File: src/rtl/mano_pkg.sv
// Shared constants for the Mano basic computer timing and control slice.
package mano_pkg;

    // Sequence counter width; the downstream 4x16 timing decoder needs 4.
    localparam int SC_WIDTH  = 4;
    // SC value at which the interrupt cycle finishes (RT2).
    localparam int INT_END_T = 2;

    // IR bit positions that control logic decodes into strobes:
    // HLT = 7001 (B0), ION = F080 (B7), IOF = F040 (B6).
    localparam int HLT_BIT = 0;
    localparam int ION_BIT = 7;
    localparam int IOF_BIT = 6;

    // True while SC is still inside the fetch/decode or interrupt-entry
    // window (T0..T<end_t>), where an interrupt must not be recognised.
    function automatic logic in_entry_window(input int unsigned t,
                                             input int unsigned end_t);
        return (t <= end_t);
    endfunction

endpackage

File: src/rtl/mano_sc_counter.sv
// Sequence counter with hold, synchronous clear and increment, plus a
// one-cycle wrap indication when an increment rolls the count over.
module mano_sc_counter
#(
    parameter int WIDTH = 4
)
(
    input  logic             clk,
    input  logic             rst_n,
    input  logic             clr,
    input  logic             inr,
    input  logic             hold,
    output logic [WIDTH-1:0] count,
    output logic             wrap
);

    logic [WIDTH-1:0] count_reg;
    logic [WIDTH-1:0] count_next;
    logic [WIDTH:0]   carry;
    logic [WIDTH-1:0] count_inc;

    assign carry[0] = inr;

    // Ripple-carry incrementer; carry[WIDTH] marks an all-ones rollover.
    genvar gi;
    generate
        for (gi = 0; gi < WIDTH; gi++) begin : g_inc
            assign count_inc[gi]  = count_reg[gi] ^ carry[gi];
            assign carry[gi + 1]  = carry[gi] & count_reg[gi];
        end
    endgenerate

    // Next count: hold beats clear, clear beats increment.
    always_comb begin
        count_next = count_reg;
        if (hold) begin
            count_next = count_reg;
        end else if (clr) begin
            count_next = '0;
        end else begin
            count_next = count_inc;
        end
    end

    // Count register.
    always_ff @(posedge clk or negedge rst_n) begin
        if (!rst_n) begin
            count_reg <= '0;
        end else begin
            count_reg <= count_next;
        end
    end

    assign count = count_reg;
    assign wrap  = carry[WIDTH] & ~hold & ~clr;

endmodule

File: src/rtl/mano_seq_timing.sv
// Timing-control stage of the Mano basic computer: sequence counter SC,
// start/stop flip-flop S, interrupt enable IEN and interrupt flip-flop R.
module mano_seq_timing
#(
    parameter int SC_WIDTH  = mano_pkg::SC_WIDTH,
    parameter int INT_END_T = mano_pkg::INT_END_T
)
(
    input  logic                clk,
    input  logic                rst_n,
    input  logic                start,
    input  logic                hlt,
    input  logic                sc_clr,
    input  logic                ion,
    input  logic                iof,
    input  logic                fgi,
    input  logic                fgo,
    output logic [SC_WIDTH-1:0] sc,
    output logic                s_flag,
    output logic                ien,
    output logic                r_flag,
    output logic                sc_ovf
);

    import mano_pkg::*;

    localparam logic [SC_WIDTH-1:0] END_T = SC_WIDTH'(INT_END_T);

    logic s_reg,   s_next;
    logic ien_reg, ien_next;
    logic r_reg,   r_next;
    logic ovf_reg, ovf_next;

    logic [SC_WIDTH-1:0] sc_count;
    logic                sc_wrap;
    logic                sc_hold;
    logic                sc_clear;
    logic                rt2_done;
    logic                r_set;

    // RT2: the interrupt cycle ends and returns SC to T0.
    assign rt2_done = s_reg & r_reg & (sc_count == END_T);

    // Interrupt recognised at the end of an execute-phase timing step.
    assign r_set = s_reg & ~r_reg & ien_reg & (fgi | fgo) &
                   ~in_entry_window(int'(sc_count), INT_END_T);

    // A stopped machine freezes SC; it is already 0 after a halt or reset.
    assign sc_hold  = ~s_reg;
    assign sc_clear = hlt | sc_clr | rt2_done;

    mano_sc_counter #(
        .WIDTH (SC_WIDTH)
    ) u_sc_counter (
        .clk   (clk),
        .rst_n (rst_n),
        .clr   (sc_clear),
        .inr   (1'b1),
        .hold  (sc_hold),
        .count (sc_count),
        .wrap  (sc_wrap)
    );

    // Flip-flop next-state logic: halt beats start, RT2 beats ION, IOF beats ION.
    always_comb begin
        s_next   = s_reg;
        ien_next = ien_reg;
        r_next   = r_reg;
        ovf_next = ovf_reg;

        if (!s_reg) begin
            s_next = start & ~hlt;
        end else if (hlt) begin
            s_next = 1'b0;
        end

        if (rt2_done) begin
            r_next = 1'b0;
        end else if (r_set) begin
            r_next = 1'b1;
        end

        if (rt2_done) begin
            ien_next = 1'b0;
        end else if (iof) begin
            ien_next = 1'b0;
        end else if (ion) begin
            ien_next = 1'b1;
        end

        if (sc_wrap) begin
            ovf_next = 1'b1;
        end
    end

    // State registers for S, IEN, R and the sticky overflow flag.
    always_ff @(posedge clk or negedge rst_n) begin
        if (!rst_n) begin
            s_reg   <= 1'b0;
            ien_reg <= 1'b0;
            r_reg   <= 1'b0;
            ovf_reg <= 1'b0;
        end else begin
            s_reg   <= s_next;
            ien_reg <= ien_next;
            r_reg   <= r_next;
            ovf_reg <= ovf_next;
        end
    end

    assign sc     = sc_count;
    assign s_flag = s_reg;
    assign ien    = ien_reg;
    assign r_flag = r_reg;
    assign sc_ovf = ovf_reg;

endmodule

File: config.mk
export PLATFORM = sky130hd
export DESIGN_NAME = mano_seq_timing
export DESIGN_NICKNAME = d
export VERILOG_FILES = /design/src/rtl/mano_pkg.sv /design/src/rtl/mano_sc_counter.sv /design/src/rtl/mano_seq_timing.sv
export SDC_FILE = /design/constraint.sdc
export NUM_CORES = 1
export LEC_CHECK = 0
export CAP_MARGIN = 20
export CORE_AREA = 4 4 41 43
export CTS_CLUSTER_SIZE = 28
export DETAILED_ROUTE_END_ITERATION = 8
export DIE_AREA = 0 0 45 47
export DONT_BUFFER_PORTS = 1
export SYNTH_ARGS = -nofsm -noshare
export SYNTH_HDL_FRONTEND = slang
export SYNTH_SLANG_ARGS = --single-unit
File: constraint.sdc
create_clock -name clk -period 1.9 [get_ports clk]
set_clock_uncertainty 0.1 [all_clocks]
set_input_delay 0.285 -clock clk [delete_from_list [all_inputs] [get_ports clk]]
set_output_delay 0.285 -clock clk [all_outputs]
set_load 0.02 [all_outputs]
==> impl_metrics.env <==
export IMPL_mappedNetlistNets=50
export IMPL_cts_resized_gates=0
export IMPL_synth_cells=38
export IMPL_fin_nets=60
export IMPL_wl_per_cell_um=14.0
export IMPL_finish_instance_area_sq_um=484
export IMPL_leakage_nw=0.216
export IMPL_post_cts_buffers=0
export IMPL_crit_type="reg2reg"
export IMPL_tightest_slew_ps=420
export IMPL_rows=13
export IMPL_cts_buffer_depth=2
export IMPL_worstSetupStartpointType="flip-flop"
export IMPL_core_sq_um=1300
export IMPL_initialDrtViolationCount=4
export IMPL_hold_violations=0
export IMPL_initial_core_util=0.304
export IMPL_slew_headroom=0.713
export IMPL_finalSetupViolations=0
export IMPL_fin_crit_sh=0.749
export IMPL_dieArea_sq_um=2120
export IMPL_nFillCells=142
export IMPL_synthTopCellsByArea="dfrtp_1, ha_1, nand3_1"
export IMPL_first_pass_iters=2
export IMPL_dp_hpwl_um=657
export IMPL_cts_sinks=8
export IMPL_synth_top_cell_by_area="dfrtp_1"
export IMPL_viasPerCell=5.38
export IMPL_whs_ps=67.4
export IMPL_clkTransAtPathRegs_ps=60
export IMPL_syn_area_per_cell_sq_um=10.4
export IMPL_gp_routability_congestion=0.719
export IMPL_die_h_um=47
export IMPL_vias=328
export IMPL_path_max_fanout=5
export IMPL_final_antenna_net_count=0
export IMPL_drt_wl_total_um=851
export IMPL_drc_errors=0
export IMPL_numPortBuffers=0
export IMPL_synthDistinctLibCells=15
export IMPL_cap_violations=0
export IMPL_root_buffer="clkbuf_4"
export IMPL_cts_buffers=3
export IMPL_seq_area_sq_um=200
export IMPL_ios=17
export IMPL_grt_pass1_vias=331
export IMPL_synth_seq_area_share=0.506
export IMPL_antenna_found_initial=0
export IMPL_async_flop_share=1.00
export IMPL_postPlaceCellArea_sq_um=432
export IMPL_crit_required_ps=1920
export IMPL_htreeDepth=1
export IMPL_multiInputGateArea_sq_um=171
export IMPL_grt_max_degree=14
export IMPL_synth_edf_count=0
export IMPL_arrival_ps=1440
export IMPL_slew_violations=0
export IMPL_die_x_um=45
export IMPL_max_freq_ghz=0.703
export IMPL_synthToLayoutAreaGrowth_pct=22.5
export IMPL_clk_latency_ps=260
export IMPL_yosys_register_bits=8
export IMPL_largest_reg_flops=4
export IMPL_hold_buffers=3
export IMPL_vdd_ir_drop_max_mv=0.309
export IMPL_hold_class="in2reg"
export IMPL_period_minus_slack_ps=1420
export IMPL_end_kind="flip-flop"
export IMPL_grt_pass1_wl_mm=1.44
export IMPL_ys_warnings_count=0
export IMPL_ys_flop_type="dfrtp_1"
export IMPL_diodes=0
export IMPL_status="finished, final reports clean"
export IMPL_drive_gt1_frac=0.152
export IMPL_setup_tns_final_ps=0
export IMPL_ys_top_cells_by_count="dfrtp_1, inv_1, nand3_1"
export IMPL_grtUsageTotal=0.100
export IMPL_yosysTopAreaCellShare=0.506
export IMPL_overflow=0
export IMPL_synth_most_common_cell="dfrtp_1"
export IMPL_cts_tree="built"
export IMPL_rsz0062_at_grt="no"
export IMPL_power_density_nw_per_um2=764
export IMPL_syn_cell_area_sq_um=395
[stage by stage]
| stage | util | total power [W] | cells | setup slack, ps |
|---|---|---|---|---|
| 5_1_grt | 0.372 | 0.000391 | 61 | 418 |
| 3_3_place_gp | 0.332 | 0.000235 | 55 | 512 |
| 3_5_place_dp | 0.332 | 0.000235 | 55 | 486 |
| 2_1_floorplan | - | 0.000220 | 38 | 375 |
| 4_1_cts | 0.372 | 0.000375 | 61 | 475 |
| 6_report | 0.372 | 0.000370 | 61 | 477 |
[cell usage in the layout (no fill, tap or decap)]
master         count
nor4_4             1
a21boi_1           1
dfrtp_1            8
nor2_1             4
ha_1               3
inv_1              5
o211ai_1           1
o21bai_1           1
dlygate4sd3_1      3
nand3_1            5
o22ai_1            4
a2111oi_0          1
clkbuf_4           3
a211oi_1           1
buf_4              3
nand2_1            1
a21oi_1            1
[critical path: stages, from the launching register on]
cell and delay [ps]:
dfrtp_1 510, ha_1 270, ha_1 260, nand3_1 90, o22ai_1 60
[cell type report]
| cell class | count | area share |
|---|---|---|
| multi-input combinational | 24 | 0.354 |
| inverter | 5 | 0.0388 |
| clock buffer | 3 | 0.0465 |
| timing repair buffer | 6 | 0.109 |
| tap | 15 | 0.0388 |
| sequential | 8 | 0.413 |
[routing by layer]
| metal | wire, um | up-vias | global-route usage |
|---|---|---|---|
| met1 | 368 | 153 | 0.119 |
| met2 | 343 | 16 | 0.153 |
| met3 | 111 | 5 | 0.0345 |
| met4 | 27 | 0 | 0.0702 |
| met5 | 0 | - | 0 |
| li1 | - | 154 | - |
[path summary, 6_finish.rpt]
check	cells after the start	endpoint	from	slack, ps
max	4	u_sc_counter.count[3]	u_sc_counter.count[2]	480
min	2	s_flag	start	70
max reg2reg	4	u_sc_counter.count[3]	u_sc_counter.count[2]	480
min reg2reg	1	sc_ovf	sc_ovf	530
max in group asynchronous	1	ien	rst_n	1160
min in group asynchronous	1	r_flag	rst_n	270
[power by group]
group          switching, W  leakage [nW]  total [W]  internal, W
logic             0.0000314        0.0944  0.0000507    0.0000192
registers        0.00000917         0.107   0.000188     0.000179
clock network     0.0000586        0.0138   0.000131    0.0000723
total             0.0000992         0.216   0.000370     0.000271
[cells by family after synthesis]
logic type                 synth area share
AOI/OAI and AO/OA                     0.174
adders and majority gates            0.0949
buffers and inverters                0.0601
DFF                                   0.506
and+or+nand+nor                       0.165
No activity file was read; power rests on OpenSTA's default activity.
